===== src/rtl/qam_pkg.sv =====
// Shared constants, symbol codes and FSM state type for the 16-QAM
// correlator receive path.
package qam_pkg;
    localparam int unsigned SAMPLE_W    = 8;
    localparam int unsigned PERIOD      = 360;
    localparam int unsigned ACC_W       = 24;
    localparam int unsigned CARRIER_AMP = 100;
    localparam int unsigned PHASE_W     = 9;
    localparam int unsigned LUT_W       = 8;

    typedef logic [1:0] sym_code_t;

    // Gray order along one axis: -3, -1, +1, +3
    localparam sym_code_t GRAY_M3 = 2'b00;
    localparam sym_code_t GRAY_M1 = 2'b01;
    localparam sym_code_t GRAY_P1 = 2'b11;
    localparam sym_code_t GRAY_P3 = 2'b10;

    typedef enum logic {WAIT_SYNC, ACCUM} demod_state_t;
endpackage


===== src/rtl/qam_correlator_demod_carrier_lut.sv =====
// Registered dual-read carrier table: sin at phase and cos at
// (phase+90) mod 360, built from a quarter-wave table of round(100*sin(k deg)).
module carrier_lut
    import qam_pkg::*;
(
    input  logic                    clk,
    input  logic [PHASE_W-1:0]      phase,
    output logic signed [LUT_W-1:0] sin_val,
    output logic signed [LUT_W-1:0] cos_val
);
    localparam logic [6:0] QUARTER [91] = '{
        0,  2,  3,  5,  7,  9, 10, 12, 14, 16,
        17, 19, 21, 22, 24, 26, 28, 29, 31, 33,
        34, 36, 37, 39, 41, 42, 44, 45, 47, 48,
        50, 52, 53, 54, 56, 57, 59, 60, 62, 63,
        64, 66, 67, 68, 69, 71, 72, 73, 74, 75,
        77, 78, 79, 80, 81, 82, 83, 84, 85, 86,
        87, 87, 88, 89, 90, 91, 91, 92, 93, 93,
        94, 95, 95, 96, 96, 97, 97, 97, 98, 98,
        98, 99, 99, 99, 99, 100, 100, 100, 100, 100,
        7'(CARRIER_AMP)
    };

    function automatic logic signed [LUT_W-1:0] sin_at(input logic [PHASE_W-1:0] k);
        logic [PHASE_W-1:0]      r;
        logic signed [LUT_W-1:0] mag;
        if (k <= PHASE_W'(90))       r = k;
        else if (k <= PHASE_W'(180)) r = PHASE_W'(180) - k;
        else if (k <= PHASE_W'(270)) r = k - PHASE_W'(180);
        else                         r = PHASE_W'(360) - k;
        mag = LUT_W'(QUARTER[r[6:0]]);
        return (k > PHASE_W'(180)) ? -mag : mag;
    endfunction

    logic [PHASE_W-1:0]      cos_phase;
    logic signed [LUT_W-1:0] sin_d, sin_q, cos_d, cos_q;

    always_comb begin
        cos_phase = phase + PHASE_W'(90);
        if (cos_phase >= PHASE_W'(360)) cos_phase = cos_phase - PHASE_W'(360);
        sin_d = sin_at(phase);
        cos_d = sin_at(cos_phase);
    end

    always_ff @(posedge clk) begin
        sin_q <= sin_d;
        cos_q <= cos_d;
    end

    assign sin_val = sin_q;
    assign cos_val = cos_q;
endmodule


===== src/rtl/qam_correlator_demod.sv =====
// Coherent 16-QAM demodulator: correlates one carrier period of samples
// against cos/sin references and slices each sum to a 2-bit Gray code.
module qam_correlator_demod
    import qam_pkg::*;
#(
    parameter int unsigned SAMPLE_W = qam_pkg::SAMPLE_W,
    parameter int unsigned PERIOD   = qam_pkg::PERIOD,
    parameter int unsigned ACC_W    = qam_pkg::ACC_W,
    parameter int          THR      = 1080000
) (
    input  logic                       Clk,
    input  logic                       reset,
    input  logic                       sync,
    input  logic                       sample_valid,
    input  logic signed [SAMPLE_W-1:0] sample_in,
    output logic                       sym_valid,
    output logic [1:0]                 sym_i,
    output logic [1:0]                 sym_q,
    output logic signed [ACC_W-1:0]    acc_i,
    output logic signed [ACC_W-1:0]    acc_q
);
    localparam int unsigned        PROD_W     = SAMPLE_W + LUT_W;
    localparam logic [PHASE_W-1:0] LAST_PHASE = PHASE_W'(PERIOD - 1);
    localparam logic signed [ACC_W-1:0] THR_P = ACC_W'(THR);
    localparam logic signed [ACC_W-1:0] THR_N = ACC_W'(-THR);

    demod_state_t               state_q, state_d;
    logic [PHASE_W-1:0]         phase_q, phase_d;
    logic                       s0_valid_q, s0_valid_d, s0_first_q, s0_first_d, s0_last_q, s0_last_d;
    logic [PHASE_W-1:0]         s0_phase_q, s0_phase_d;
    logic signed [SAMPLE_W-1:0] s0_sample_q, s0_sample_d;

    always_comb begin
        state_d     = state_q;
        phase_d     = phase_q;
        s0_valid_d  = 1'b0;
        s0_first_d  = 1'b0;
        s0_last_d   = 1'b0;
        s0_phase_d  = phase_q;
        s0_sample_d = sample_in;
        if (sample_valid && (sync || state_q == ACCUM)) begin
            s0_valid_d = 1'b1;
            state_d    = ACCUM;
            if (sync) begin
                // Sync restarts at phase 0; the first flag makes the MAC drop any partial sum.
                s0_phase_d = '0;
                s0_first_d = 1'b1;
                phase_d    = PHASE_W'(1);
            end else begin
                s0_first_d = (phase_q == '0);
                s0_last_d  = (phase_q == LAST_PHASE);
                phase_d    = s0_last_d ? '0 : phase_q + 1'b1;
            end
        end
    end

    always_ff @(posedge Clk) begin
        if (reset) begin
            state_q     <= WAIT_SYNC;
            phase_q     <= '0;
            s0_valid_q  <= 1'b0;
            s0_first_q  <= 1'b0;
            s0_last_q   <= 1'b0;
            s0_phase_q  <= '0;
            s0_sample_q <= '0;
        end else begin
            state_q     <= state_d;
            phase_q     <= phase_d;
            s0_valid_q  <= s0_valid_d;
            s0_first_q  <= s0_first_d;
            s0_last_q   <= s0_last_d;
            s0_phase_q  <= s0_phase_d;
            s0_sample_q <= s0_sample_d;
        end
    end

    logic signed [LUT_W-1:0]    sin_ref, cos_ref;
    logic                       s1_valid_q, s1_valid_d, s1_first_q, s1_first_d, s1_last_q, s1_last_d;
    logic signed [SAMPLE_W-1:0] s1_sample_q, s1_sample_d;

    carrier_lut u_lut (
        .clk     (Clk),
        .phase   (s0_phase_q),
        .sin_val (sin_ref),
        .cos_val (cos_ref)
    );

    always_comb begin
        s1_valid_d  = s0_valid_q;
        s1_first_d  = s0_first_q;
        s1_last_d   = s0_last_q;
        s1_sample_d = s0_sample_q;
    end

    logic signed [PROD_W-1:0] prod_i, prod_q;
    logic signed [ACC_W-1:0]  sum_i_q, sum_i_d, sum_q_q, sum_q_d;
    logic                     done_q, done_d;

    always_comb begin
        prod_i  = PROD_W'(s1_sample_q) * PROD_W'(cos_ref);
        prod_q  = PROD_W'(s1_sample_q) * PROD_W'(sin_ref);
        sum_i_d = sum_i_q;
        sum_q_d = sum_q_q;
        done_d  = s1_valid_q && s1_last_q;
        if (s1_valid_q) begin
            sum_i_d = (s1_first_q ? '0 : sum_i_q) + ACC_W'(prod_i);
            sum_q_d = (s1_first_q ? '0 : sum_q_q) + ACC_W'(prod_q);
        end
    end

    function automatic sym_code_t slice(input logic signed [ACC_W-1:0] a);
        if (a < THR_N)       return GRAY_M3;
        else if (a < 0)      return GRAY_M1;
        else if (a < THR_P)  return GRAY_P1;
        else                 return GRAY_P3;
    endfunction

    logic                    sym_valid_q, sym_valid_d;
    sym_code_t               sym_i_q, sym_i_d, sym_q_q, sym_q_d;
    logic signed [ACC_W-1:0] acc_i_q, acc_i_d, acc_q_q, acc_q_d;

    always_comb begin
        sym_valid_d = done_q;
        sym_i_d     = sym_i_q;
        sym_q_d     = sym_q_q;
        acc_i_d     = acc_i_q;
        acc_q_d     = acc_q_q;
        if (done_q) begin
            acc_i_d = sum_i_q;
            acc_q_d = sum_q_q;
            sym_i_d = slice(sum_i_q);
            sym_q_d = slice(sum_q_q);
        end
    end

    always_ff @(posedge Clk) begin
        if (reset) begin
            s1_valid_q  <= 1'b0;
            s1_first_q  <= 1'b0;
            s1_last_q   <= 1'b0;
            s1_sample_q <= '0;
            sum_i_q     <= '0;
            sum_q_q     <= '0;
            done_q      <= 1'b0;
            sym_valid_q <= 1'b0;
            sym_i_q     <= '0;
            sym_q_q     <= '0;
            acc_i_q     <= '0;
            acc_q_q     <= '0;
        end else begin
            s1_valid_q  <= s1_valid_d;
            s1_first_q  <= s1_first_d;
            s1_last_q   <= s1_last_d;
            s1_sample_q <= s1_sample_d;
            sum_i_q     <= sum_i_d;
            sum_q_q     <= sum_q_d;
            done_q      <= done_d;
            sym_valid_q <= sym_valid_d;
            sym_i_q     <= sym_i_d;
            sym_q_q     <= sym_q_d;
            acc_i_q     <= acc_i_d;
            acc_q_q     <= acc_q_d;
        end
    end

    assign sym_valid = sym_valid_q;
    assign sym_i     = sym_i_q;
    assign sym_q     = sym_q_q;
    assign acc_i     = acc_i_q;
    assign acc_q     = acc_q_q;
endmodule


===== config.mk =====
export PLATFORM = sky130hd
export DESIGN_NAME = qam_correlator_demod
export DESIGN_NICKNAME = d
export VERILOG_FILES = /design/src/rtl/qam_pkg.sv /design/src/rtl/qam_correlator_demod_carrier_lut.sv /design/src/rtl/qam_correlator_demod.sv
export SDC_FILE = /design/constraint.sdc
export NUM_CORES = 1
export LEC_CHECK = 0
export BUFFER_PORTS_ARGS = -buffer_cell sky130_fd_sc_hd__buf_4
export CAP_MARGIN = 30
export CORE_MARGIN = 4
export CORE_UTILIZATION = 60
export DETAILED_ROUTE_END_ITERATION = 8
export GPL_ROUTABILITY_DRIVEN = 0
export PLACE_DENSITY = 0.81
export SYNTH_ARGS = -nofsm -noshare
export SYNTH_HDL_FRONTEND = slang
export SYNTH_SLANG_ARGS = --single-unit

===== constraint.sdc =====
create_clock -name Clk -period 7.4 [get_ports Clk]
set_input_delay 1.48 -clock Clk [delete_from_list [all_inputs] [get_ports Clk]]
set_output_delay 1.48 -clock Clk [all_outputs]
set_load 0.03 [all_outputs]

== Word level (Yosys, flattened, before mapping) ==
Memories as Yosys holds them, arrays and structs flattened.
Cells that the tools add are included.

* Bits in registers: 159
* Bits in latches: 0
* Bits in writable memories: 0
* ROM bits: 1792
* Input port bits: 12
* Word-level logic and storage cells: 94
* Memories: 2

{| class="wikitable"
|+ Memories
! name !! depth !! width !! rd ports !! clocked after Yosys merged registers in !! write ports !! RTL line !! text
|-
| (no name shown) || 128 || 7 || 1 || 0 || 0 || qam_correlator_demod_carrier_lut.sv:31 || <nowiki>mag = LUT_W'(QUARTER[r[6:0]]);</nowiki>
|-
| (no name shown) || 128 || 7 || 1 || 0 || 0 || qam_correlator_demod_carrier_lut.sv:31 ||
|}

* $add $sub $neg: 13
* $mul: 2
* Div/mod/pow operators: 0
* Magnitude comparators: 17
* Eq/ne operators: 1
* Shifts and indexed selects: 0
* Mux-type cells: 27
* Bitwise logic cells: 3
* Reduce and logical (&&, ||, !) cells: 6

{| class="wikitable"
|+ Operators by type and width
! operator !! number
|-
| $lt A24 B22 Y1 const B || 4
|-
| $mux W7 || 12
|-
| $add A24 B24 Y24 || 2
|-
| $lt A24 B1 Y1 const B || 2
|-
| $mux W24 || 2
|-
| $mux W9 || 5
|-
| $mul A8 B8 Y16 || 2
|-
| $gt A9 B8 Y1 const B || 2
|-
| $le A9 B7 Y1 const B || 2
|-
| $le A9 B8 Y1 const B || 2
|-
| $le A9 B9 Y1 const B || 2
|-
| $ge A8 B8 Y1 const B || 2
|-
| $neg A7 Y8 || 2
|-
| $not A7 Y8 || 2
|-
| $sub A6 B7 Y7 const A || 2
|-
| $sub A7 B6 Y7 const B || 2
|-
| $sub A7 B7 Y7 const A || 2
|-
| $add A9 B1 Y9 const B || 1
|-
| $add A9 B7 Y9 const B || 1
|-
| $eq A9 B9 Y1 const B || 1
|-
| $ge A9 B9 Y1 const B || 1
|-
| $logic_not A9 Y1 || 1
|-
| $sub A9 B9 Y9 const B || 1
|-
| $mux W2 || 4
|-
| other kinds (6) || 10
|}

== Logic depth before layout (Yosys ltp) ==
Gate-level depths: netlist of the first run.

* Depth after elaboration: 13
* Gate-level depth with buffers: 32

== Modules after synthesis ==
Synthesis of the first run repeated with hierarchy kept, for this count alone.

* Cells, all modules: 2041
* Area total of the unflattened synthesis: 17160.2 um2

{| class="wikitable"
|+ By module, submodules not included
! module !! instances !! cells an instance !! area an instance (um2) !! sequential area each (um2)
|-
| qam_correlator_demod || 1 || 1465 || 12886.1 || 2862.7
|-
| carrier_lut || 1 || 576 || 4274.1 || 320.3
|}

== Worst setup path before layout of the first run ==
No wires, ideal clock.

* Path kind: register to register
* Start: reg s1_sample_q[1]
* End: reg sum_i_q[23]
* Setup time: 0.134 ns
* Data arrival time: 6.510 ns
* Setup slack: 0.757 ns
* Stages on the path, launching flop included: 31
* Path buffers: 1
* Cell sequence: dfxtp_1 clkbuf_1 nand2_1 fa_1 fa_1 inv_1 fa_1 inv_1 fa_1 inv_1 ha_1 inv_1 o21bai_1 a21oi_1 o21bai_1 a21oi_1 o21bai_1 a21oi_1 o21ai_0 xnor2_1 ha_1 or3_1 o21ai_0 a211oi_1 nor3_1 nor4b_1 o21ai_0 nand2b_1 xnor2_1 mux2i_1 o31ai_1

* Longest elaborated chain between the ends: 2

{| class="wikitable"
|+ RTL lines
! item !! RTL line !! text
|-
| start, declared || qam_correlator_demod.sv:79 || <nowiki>logic signed [SAMPLE_W-1:0] s1_sample_q, s1_sample_d;</nowiki>
|-
| start signal, assigned || qam_correlator_demod.sv:154 || <nowiki>s1_sample_q <= s1_sample_d;</nowiki>
|-
| $mul A8 B8 Y16 || qam_correlator_demod.sv:100 || <nowiki>prod_i = PROD_W'(s1_sample_q) * PROD_W'(cos_ref);</nowiki>
|-
| $add A24 B24 Y24 || qam_correlator_demod.sv:106 || <nowiki>sum_i_d = (s1_first_q ? '0 : sum_i_q) + ACC_W'(prod_i);</nowiki>
|-
| end signal, assigned || qam_correlator_demod.sv:155 || <nowiki>sum_i_q <= sum_i_d;</nowiki>
|-
| end, declared || qam_correlator_demod.sv:96 || <nowiki>logic signed [ACC_W-1:0] sum_i_q, sum_i_d, sum_q_q, sum_q_d;</nowiki>
|}

No other way between the ends.
A chain may end at the register's enable or synchronous reset.

== Worst setup path after layout of the first run ==
* Start: reg s1_sample_q[7]
* End: reg sum_q_q[22]

* Longest elaborated chain between the ends: 2

{| class="wikitable"
|+ RTL lines
! item !! RTL line !! text
|-
| $mul A8 B8 Y16 || qam_correlator_demod.sv:101 || <nowiki>prod_q = PROD_W'(s1_sample_q) * PROD_W'(sin_ref);</nowiki>
|-
| $add A24 B24 Y24 || qam_correlator_demod.sv:107 || <nowiki>sum_q_d = (s1_first_q ? '0 : sum_q_q) + ACC_W'(prod_q);</nowiki>
|-
| end signal, assigned || qam_correlator_demod.sv:156 || <nowiki>sum_q_q <= sum_q_d;</nowiki>
|-
| end, declared || qam_correlator_demod.sv:96 ||
|}

No other way between the ends.

==> results list, run 1 <==
- Top Ports: 65
- The net count of the finished layout is 2227.
* Setup repair bufs after CTS: 0
- Ranking of synthesized cells by area: dfxtp_1 20%, fa_1 14%, ha_1 11%, mux2i_1 6.6%, inv_1 5.1%
- The hold violation count in the final report was 0.
- After layout, the design draws a total of 2020 µW.
- Area enclosed by the die boundary: 29600 µm²
* Final setup violation count: 0
* Worst reg-to-reg path cell count: 31
- Worst slew margin: 0.377
- Critical-path maximum fanout: 9
- The synthesized design spends more area on one cell type than any other, namely dfxtp_1.
- Prior to clock tree synthesis, the placed netlist has a worst setup slack of 0.439 ns.
* Antenna diode count: 0
* Area taken by flip-flops and latches: 3200 µm²
* Clk pin slew, worst setup/hold paths: 0.07 ns
- In the routed layout, each cell is associated on average with a via count of 5.98.
- Leakage: 0.00791 µW
* Proportion of synthesized flip-flops having asynchronous set or reset: 0
- Smallest hold slack: 0.422 ns
- Transition time at the pin with the least slew margin: 0.908 ns
- The detailed router finished its first iteration with 1107 violations.
- Setup slack, reg-to-reg: 0.44 ns
* Setup crit start kind: flip-flop
- In this run, distinct cell masters in the synthesized netlist total 89.
- Maximum number of pins on one net before global-route repair: 73
- Summing over every cut layer, the via total after detailed routing is 13792.
* Number of remaining DRC errors: 0
- The via count of the first global-routing pass is 13775.
* CTS tree: built
- Most used cells in the layout excluding fill and tap cells: 220 x inv_1, 183 x nor2_1, 149 x dfxtp_1
- Of the synthesized area, sequential elements account for 0.197.
- Buffers on Ports: 64
- Counting every net in the synthesized netlist gives 2204.
- Global routing finished with a remaining overflow of 0.
* Category of the worst setup path capture point: flip-flop
- H-tree depth: 4
* Total routed wirelength: 38000 µm
- Final total negative setup slack: 0 ns
* CTS sink count: 159
* Number of antenna violations at the first check in global routing: 0
- The slowest stage of the critical path is the dfxtp_1 cell.
- The startpoint identified for the worst hold timing path is s1_last_q$_SDFF_PP0_.
- Maximum clock rate: 0.144 GHz
- Across the run, the number of max-cap violations was 0.
* Worst vdd rail ir drop: 147 µV
* Total of hold buffers inserted after clock tree synthesis: 0
- The tree is rooted in a clkbuf_16.
- The endpoint identified for the worst register-to-register timing path is sum_q_q[22]$_SDFFE_PP0P_.
- Fraction of layout instances using a drive strength above 1: 0.0832
* Gate family responsible for the most delay along the worst path: adder cells
- Final Max Slew Viols: 0
- Number of flops mapped to enable cells by yosys: 0
- The die is 172 µm wide.
- Summed over all nets, the half-perimeter wirelength after detailed placement is 28200 µm.
- Final worst-path cycle share: 0.940
- The first global-routing pass estimated 65600 µm of wire.
- The flow ran to the end, and the final reports show no timing, DRC or antenna violations.
- For hold timing, the worst endpoint is done_q$_SDFF_PP0_.
* Maximum buffer depth of the clock tree: 2
- By startpoint and endpoint, the worst setup path is classified as flip-flop to flip-flop.
- In this run the power density over the cells is 115 nW/µm².
* Post-DRT Antenna Nets: 0
- The critical path contains buffers and inverters numbering 7 combined.
- Clock period minus final worst setup slack: 6.96 ns
- On the worst path, the slowest cell contributes a delay of 0.54 ns.
- In the final routed layout, each cell accounts on average for 16.5 µm.
- The initialized floorplan defines 59 standard-cell rows.
- Die extent in y: 172 µm
- Data arrival time of the worst path: 7.23 ns
* Multi-input gate area: 11800 µm²
- Primary flip-flop cell chosen by synthesis mapping: dfxtp_1
- The floorplan step defined a core boundary enclosing 26300 µm².
* Flip-flop and latch count after synthesis: 159
* Final critical-path setup slack: 0.443 ns
* Total CTS buffers: 17
- In this run, post-CTS repair resized a total of 0 instances.
- Share of the synthesized area in the top cell type: 0.197
- Most common cell after layout, fill and taps aside: inv_1
- For this run, the number of Yosys warnings is 0.
- Once layout is complete, the utilization of the core stands at 0.666.
* TritonRoute pass-1 iters: 5
* Syn_area_per_cell: 8.35 µm²
- The worst hold path belongs to the class flip-flop to flip-flop.
* Area of the mapped netlist: 16200 µm²
- Launch instance of the worst register-to-register path: s1_sample_q[7]$_SDFF_PP0_
* Data required time of the worst path: 7.67 ns
- The worst hold path was traced through 2 stages.
- The initial utilization of the core area, before any placement, comes to 0.615.
- Compared with the post-synthesis result, the final layout area differs by 8.34%.
* Clock latency on the worst-skew pair: 0.44 ns
- After filler insertion, the fill cell instance count of the layout stands at 2112.
* Layout Skew: 0.0110 ns
* Synthesized netlist cell count: 1936
- Overall Global Routing Usage: 0.264
[power breakdown]
| part | internal (µW) | switching, µW |
|---|---|---|
| clock | 455 | 440 |
| combinational | 99.1 | 141 |
| sequential | 866 | 18.6 |
[worst register-to-register path: cells and delay by family (launching register included)]
kind | cells | cell delay [ns]
xor gates and xnor gates | 1 | 0.18
AOI/OAI and AO/OA | 13 | 2.04
and+or+nand+nor | 4 | 0.77
buffers and inverters | 7 | 0.70
adders and majority gates | 6 | 2.54
DFF | 1 | 0.54
[how the worst max path moves through the flow]
stage          depth (start not counted)  slack [ns]                 startpoint                        to
3_5_place_dp                          31        0.44  s1_sample_q[1]$_SDFF_PP0_  sum_i_q[23]$_SDFFE_PP0P_
6_report                              31        0.44  s1_sample_q[7]$_SDFF_PP0_  sum_q_q[22]$_SDFFE_PP0P_
5_1_grt                               31       -0.01   u_lut.cos_val[3]$_DFF_P_  sum_i_q[23]$_SDFFE_PP0P_
4_1_cts                               31        0.31  s1_sample_q[1]$_SDFF_PP0_  sum_i_q[23]$_SDFFE_PP0P_
3_3_place_gp                          30        0.73  s1_sample_q[1]$_SDFF_PP0_  sum_i_q[23]$_SDFFE_PP0P_
2_1_floorplan                         30        0.76  s1_sample_q[1]$_SDFF_PP0_  sum_i_q[23]$_SDFFE_PP0P_
[state kept, by name, summed over array words and instances, names as in the netlist, 8 cells and up]
signal         cells
acc_i             24
acc_q             24
phase_q            9
s0_phase_q         9
s0_sample_q        8
s1_sample_q        8
sum_i_q           24
sum_q_q           24
u_lut.cos_val      8
u_lut.sin_val      8
[per-stage QoR]
step,cell area (µm²),std cells
global route,17500,2307
global placement,16900,2273
detailed placement,16900,2274
CTS,17500,2306
floorplan,16200,1936
finish,17500,2307
[area by class of cell]
cell class / instances / share of cell area
inverters: 221 / 0.0475
clock inverters: 15 / 0.00965
well taps: 335 / 0.0239
repair buffers: 83 / 0.0356
multi-input cells: 1477 / 0.676
flip-flops and latches: 159 / 0.183
clock buffers: 17 / 0.0243
[synthesized netlist by cell type (58+ instances only)]
| cell | instances |
|---|---|
| and2_1 | 86 |
| nand2_1 | 123 |
| mux2i_1 | 106 |
| nor2_1 | 183 |
| dfxtp_1 | 159 |
| ha_1 | 144 |
| xnor2_1 | 76 |
| nor2b_1 | 79 |
| a21oi_1 | 106 |
| inv_1 | 220 |
| clkbuf_1 | 58 |
| fa_1 | 112 |
[logic make-up (layout without fill, tap and decap cells)]
group	Yosys count	after routing	synth area share
AND/OR/NAND/NOR	642	642	0.198
AO/OA/AOI/OAI	361	361	0.152
buffers and inverters	300	336	0.0710
adder cells (fa/ha/maj)	256	256	0.250
flip-flops	159	159	0.197
multiplexers	116	116	0.0757
XOR/XNOR	102	102	0.0557
[layer usage]
layer  vias to the layer above  global-route usage  wire [µm]
met3                        82              0.0368       1870
met4                         0              0.0680        741
met2                       425               0.454      18900
li1                       6616                   -          -
met5                         -                   0          0
met1                      6669               0.353      16500
No activity file was read; power rests on OpenSTA's default activity.
==> run 2, diff against run 1 <==
REMOVE_ABC_BUFFERS = 1   (was unset)
clock period = 7.5 ns   (was 7.4 ns; I/O delays follow)
==> run 2 against run 1 <==
First-iteration DRC count grew 5.5%; highest routed layer unchanged; clock-buffer cell count unchanged; critical path depth stayed put; clock skew is 0.0070 ns higher; register-to-register slack better by 0.06 ns; largest power group unchanged; power is 1.6% lower; die area unchanged; maximum frequency fell by 0.63%.
==> results list, run 2 (synthesis gave the netlist of run 1 again) <==
* Status: complete, no violations
* Smallest hold slack: 0.424 ns
- Transition time at the pin with the least slew margin: 1.07 ns
* Layout Skew: 0.0180 ns
- The startpoint identified for the worst register-to-register timing path is s1_sample_q[3]$_SDFF_PP0_.
- Cell area power density: 114 nW/µm²
- Area grow syn2layout: 8.11%
* Filler cells: 2089
- For this configuration, the core starts out at a cell density of 0.615.
- Power comes to 1990 µW.
* Half-perimeter wire length after detailed placement: 27200 µm
- The endpoint identified for the worst register-to-register timing path is sum_q_q[23]$_SDFFE_PP0P_.
- Overall Global Routing Usage: 0.256
* Final setup violation count: 0
- Cell occurring most often along the worst timing path: inv_1
* GRT met2 Usage: 0.445
* Worst slew margin: 0.280
- After detailed routing, the number of vias per cell comes to 5.92.
- Cell depth of the worst hold path: 2
* Setup crit start kind: flip-flop
* Non-filler instance count after layout: 2305
* Via count of the first global-routing pass: 13563
- The library cell used most frequently in the layout, excluding fill and tap cells, is inv_1.
* Max-cap check violation count: 0
* CTS root buffer: clkbuf_16
- After global routing the overflow that remains totals 0.
- Category of the worst setup path capture point: flip-flop
- H-tree depth: 4
- The worst-case IR drop observed on VDD is 119 µV.
- Maximum clock rate: 0.143 GHz
- Together, buffers and inverters on the worst path number 6.
- CP max stage delay: 0.56 ns
- The first global-routing pass estimated 63600 µm of wire.
* Number of vias in the routed layout: 13655
* Unrepaired setup endpoints after global routing: no
* Per-cell routed wire length: 16.0 µm
- For met1 alone, demand over resource in global routing was 0.337.
- Setup slack, reg-to-reg: 0.50 ns
* Antenna diode count: 0
- The worst hold path begins at s1_last_q$_SDFF_PP0_.
- Worst reg-to-reg path cell count: 31
* Die extent in y: 172 µm
- In the layout the commonest cells are 220 x inv_1, 183 x nor2_1, 154 x dfxtp_1.
- The worst hold path belongs to the class flip-flop to flip-flop.
* Clock latency on the worst-skew pair: 0.45 ns
- Number of antenna violations at the first check in global routing: 0
* Total CTS buffers: 17
- Of the cells placed in the final design, the portion with a size suffix greater than 1 is 0.0797.
- CTS sink count: 159
- The setup path with the least slack is of type flip-flop to flip-flop.
- Number of cells after detailed placement: 2272
- Adding up every negative setup slack in the final design gives 0 ns.
- During I/O placement, the number of pins put on the boundary was 65.
- The final layout contains routed wiring with a total length of 36900 µm.
- The floorplan step defined a core boundary enclosing 26300 µm².
* Clock period minus final worst setup slack: 7.00 ns
- For this run, design rule violations remaining after detail routing come to 0.
- Data required time of the worst path: 7.80 ns
- Along the worst path, the maximum fanout reaches 16.
- Final worst-path cycle share: 0.934
* DRC violation total after the first TritonRoute iteration: 1168
- In this run the worst setup path begins at s1_sample_q[3]$_SDFF_PP0_.
* Horizontal extent of the die: 172 µm
- Clk pin slew, worst setup/hold paths: 0.07 ns
- The first detailed-routing pass ran for 5 iterations.
- The detail route stage leaves a number of antenna-violating nets equal to 0.
* Global Route met3 Usage: 0.0407
- Hold path endpoint: done_q$_SDFF_PP0_
* Final Max Slew Viols: 0
- Floorplan row count: 59
- In this run the tool buffered the top-level ports with 64 buffer cells.
* Final hold vios: 0
- The layer flagged by global routing as most heavily used is met2.
- Data arrives at the worst endpoint at 7.30 ns.
- The final layout contains 2225 nets.
- Among cell families on the critical path, the largest total delay comes from adder cells.
* Leakage: 0.00791 µW
- No sink is reached through more buffers than the 2 on the longest clock path.
* Maximum number of pins on one net before global-route repair: 54
* Slowest stage cell on the critical path: fa_1
* Core occupancy in the finished layout: 0.665
- Area enclosed by the die boundary: 29600 µm²
- TritonCTS built the clock tree.
## run 2: cell types whose count changed in the layout (fill, tap and decap cells not counted), sizes merged
cell / delta
inv: -1
bufinv: +1
clkinv: +2
clkinvlp: -2
buf: -2
## run 2: through the flow
step           setup slack (ns)  area [µm²]
2_1_floorplan             0.889       15800
3_3_place_gp              0.348       16900
3_5_place_dp              0.132       16900
4_1_cts                  0.0859       17500
5_1_grt                  0.0484       17500
6_report                  0.498       17500
## run 2: worst max-delay path by stage
stage / end / cells after the start / slack, ns
2_1_floorplan: sum_i_q[23]$_SDFFE_PP0P_ / 30 / 0.89
3_3_place_gp: sum_i_q[23]$_SDFFE_PP0P_ / 29 / 0.35
3_5_place_dp: sum_i_q[23]$_SDFFE_PP0P_ / 29 / 0.13
4_1_cts: sum_i_q[23]$_SDFFE_PP0P_ / 29 / 0.09
5_1_grt: sum_q_q[23]$_SDFFE_PP0P_ / 31 / 0.05
6_report: sum_q_q[23]$_SDFFE_PP0P_ / 31 / 0.50
## run 2: power by group
part	switching (µW)	leakage, µW	internal, µW
combinational	139	0.00633	98.6
sequential	15.5	0.00129	855
clock	410	0.000290	470
total	564	0.00791	1420
## run 2: area by class of cell
cell class / instances / area, µm² / area share
repair buffers: 81 / 608 / 0.0348
clock buffers: 17 / 425 / 0.0243
well taps: 335 / 419 / 0.0240
multi-input cells: 1477 / 11800 / 0.678
flip-flops and latches: 159 / 3190 / 0.183
clock inverters: 15 / 156 / 0.00895
inverters: 221 / 832 / 0.0476
## run 2: worst min-delay path, cell delays in order, from the launching register on
cell	delay (ns)
dfxtp_1	0.30
inv_1	0.04
nor2_1	0.05
## run 2: per-layer routing
layer | wire, µm | share of wire
met1 | 15800 | 0.43
met4 | 756 | 0.021
met2 | 18300 | 0.50
met3 | 2030 | 0.055
met5 | 0 | 0
## run 2: repair_timing
action	4_1_cts	5_1_grt
gates resized for setup	0	4
hold buffers	0	0
setup buffers	0	1
setup endpoints to repair	0	4
==> run 3, diff against run 2 <==
CORE_MARGIN = 2   (was 4)
CORE_UTILIZATION = 58   (was 60)
PLACE_DENSITY = 0.82   (was 0.81)
clock period = 5.9 ns   (was 7.5 ns; I/O delays follow)
==> run 3 against run 2 <==
The run now ends with DRC, setup timing left; power increased by 43%; first-iteration DRC count increased by 100%; utilization increased by 6.9 points; flip-flop and latch count unchanged; maximum frequency decreased by 5.1%; die area decreased by 1.4%; critical path depth unchanged; register-to-register slack got worse by 2.0 ns; cell count increased by 12%; final area increased by 16%; largest power group unchanged; highest routed layer is now met5.
==> results list, run 3 (synthesis gave the netlist of run 1 again) <==
- Status: finished, violations left
- The final reports fail on DRC, setup timing.
- Critical-path maximum fanout: 6
- Portion of total power attributed to the clock network: 0.437
* Via count of the first global-routing pass: 15771
- In the final layout, the multi-input gates occupy 12700 µm².
* Category of the worst setup path capture point: flip-flop
- Transition time at the pin with the least slew margin: 0.966 ns
- Congestion Overflow GR: 0
- Counting every sink on the clock net gives 159.
- Clock-pin slew was measured on the worst setup and hold paths at 0.07 ns.
* Total CTS buffers: 17
- Most used cells in the layout excluding fill and tap cells: 290 x buf_4, 201 x inv_1, 174 x nor2_1
- OpenSTA, run right after detailed placement, puts the worst setup slack at -0.799 ns.
* Overall Global Routing Usage: 0.318
- Across the VDD grid, the largest voltage drop is 205 µV.
- Leaving out fill and tap cells, the most frequent cell in the layout is buf_4.
- CTS tree: built
* Worst slew margin: 0.356
* Total routed wirelength: 57200 µm
* Buffers on Ports: 64
- In the post-route analysis, the smallest setup slack over all paths is -1.48 ns.
- The hold violation count in the final report was 0.
* Maximum number of pins on one net before global-route repair: 143
- In the final layout, the share of cells above drive strength 1 is 0.249.
- Category of the most critical setup path: flip-flop to flip-flop
* TritonRoute pass-1 iters: 9
* Area enclosed by the die boundary: 29200 µm²
- Across the run, the number of max-cap violations was 0.
* Proportion of power drawn by combinational gates: 0.174
- In this run the count of I/O pins placed on the die edge is 65.
- After routing, the total negative slack on setup checks comes to -16.96 ns.
- The tightest hold path in the finished design has a slack of 0.439 ns.
- Global-route wire length before repair: 75500 µm
- The path class of the tightest hold or removal check is flip-flop to flip-flop.
- Leakage: 0.00913 µW
- Std-Cell Core Area: 27600 µm²
- Derived from the worst setup path, the maximum achievable clock frequency is 0.136 GHz.
- Of the total power, the share spent switching nets is 0.296.
- H-tree depth: 4
- Across the routed clock network, the largest skew measured is 0.0168 ns.
* Data required time of the worst path: 6.21 ns
- The most numerous cell type found on the critical path is a21oi_2.
- Summed over all nets, the switching power comes to 838 µW.
- CP max stage delay: 0.79 ns
- At the worst endpoint, the arrival time is 7.69 ns.
* Area taken by flip-flops and latches: 3230 µm²
* Core occupancy in the finished layout: 0.734
* Slowest stage cell on the critical path: fa_1
- Once detailed placement completed, the half-perimeter wirelength came to 29800 µm.
- For this configuration, the core starts out at a cell density of 0.585.
- For this block, the initial DRC count from the detailed router was 2392.
- For the finished layout, the period the worst path requires is 7.38 ns.
* Filler cells: 1696
* CTS root buffer: clkbuf_16
- Dividing the final minimum period by the clock period gives 1.25.
- In this run the remaining antenna-violating nets after routing total 0.
- In this run the deepest clock path goes through 2 buffers.
- Of the total power, registers draw 0.389.
- Cell area power density: 140 nW/µm²
* Internal Dissipation: 1990 µW
* Final Max Slew Viols: 0
- Setup crit start kind: flip-flop
- Number of antenna violations at the first check in global routing: 3
* Final setup violation count: 24
- Number of remaining DRC errors: 4
- Using the TritonRoute via totals, the vias-per-cell ratio works out to 6.52.
- Number of vias in the routed layout: 16788
* Total chip power: 2830 µW
- Unrepaired setup endpoints after global routing: yes
* Net count reported at finish: 2452
- After detailed routing, the average wire length per cell comes to 22.2 µm.
- After floorplanning, the core was divided into 61 placement rows.
- Clock latency on the worst-skew pair: 0.47 ns
- Compared with the post-synthesis result, the final layout area differs by 25.5%.
- In this run the vertical extent of the chip is 171 µm.
- Measured along the x axis, the die boundary spans 171 µm.
-- run 3: cell count changes in the layout (fill, tap and decap cells not counted), sizes merged --
cell	before	now
inv	227	229
clkbuf	17	18
clkinv	8	2
clkinvlp	0	1
buf	81	308
bufinv	1	3
diode	0	1
-- run 3: final timing paths --
path | endpoint | slack (ns) | cells past startpoint | start
max reg2reg | sum_i_q[23]$_SDFFE_PP0P_ | -1.48 | 31 | u_lut.cos_val[2]$_DFF_P_
max | sum_i_q[23]$_SDFFE_PP0P_ | -1.48 | 31 | u_lut.cos_val[2]$_DFF_P_
min | done_q$_SDFF_PP0_ | 0.44 | 2 | s1_last_q$_SDFF_PP0_
min reg2reg | done_q$_SDFF_PP0_ | 0.44 | 2 | s1_last_q$_SDFF_PP0_
-- run 3: power groups by stage --
| stage | Sequential [µW] | Combinational, µW | Clock [µW] |
|---|---|---|---|
| final | 1100 | 493 | 1240 |
| after global routing | 1100 | 520 | 1270 |
| after CTS | 1100 | 393 | 1220 |
| after detailed placement | 1130 | 360 | 0 |
| after global placement | 1130 | 345 | 0 |
| after floorplan | 1130 | 214 | 0 |
-- run 3: timing repair --
action	CTS	global route
gates resized for setup	116	116
buffers inserted	32	15
pin swaps	90	49
hold buffers	0	0
setup endpoints to repair	20	29
-- run 3: layout make-up --
| class | instances | share of cell area |
|---|---|---|
| Clock inverter | 14 | 0.00950 |
| Timing Repair Buffer | 308 | 0.118 |
| Sequential cell | 159 | 0.159 |
| Multi-Input combinational cell | 1477 | 0.627 |
| Tap cell | 378 | 0.0233 |
| Antenna cell | 1 | 0.000123 |
| Clock buffer | 18 | 0.0217 |
| Inverter | 221 | 0.0410 |
-- run 3: routing by layer --
metal,vias to the layer above,share of wire,GRT usage,routed length [µm]
met5,-,0.00021,0,12
met1,7840,0.35,0.361,19800
met3,527,0.10,0.0537,5860
met4,2,0.089,0.179,5110
met2,1346,0.46,0.565,26400
li1,7073,-,-,-
-- run 3: through the flow --
stage          std cells  instance area [µm²]
4_1_cts             2566                19600
6_report            2576                20300
2_1_floorplan       1857                15800
3_5_place_dp        2502                18400
3_3_place_gp        2502                18400
5_1_grt             2575                20300
-- run 3: worst max-delay path, delay by kind of cell (launching register included) --
kind	cells	cell delay [ns]
xor+xnor	2	0.25
flops	1	0.40
simple gates	6	0.79
compound gates	12	2.52
mux	1	0.23
buf+inv	4	0.53
fa+ha+maj	6	2.50
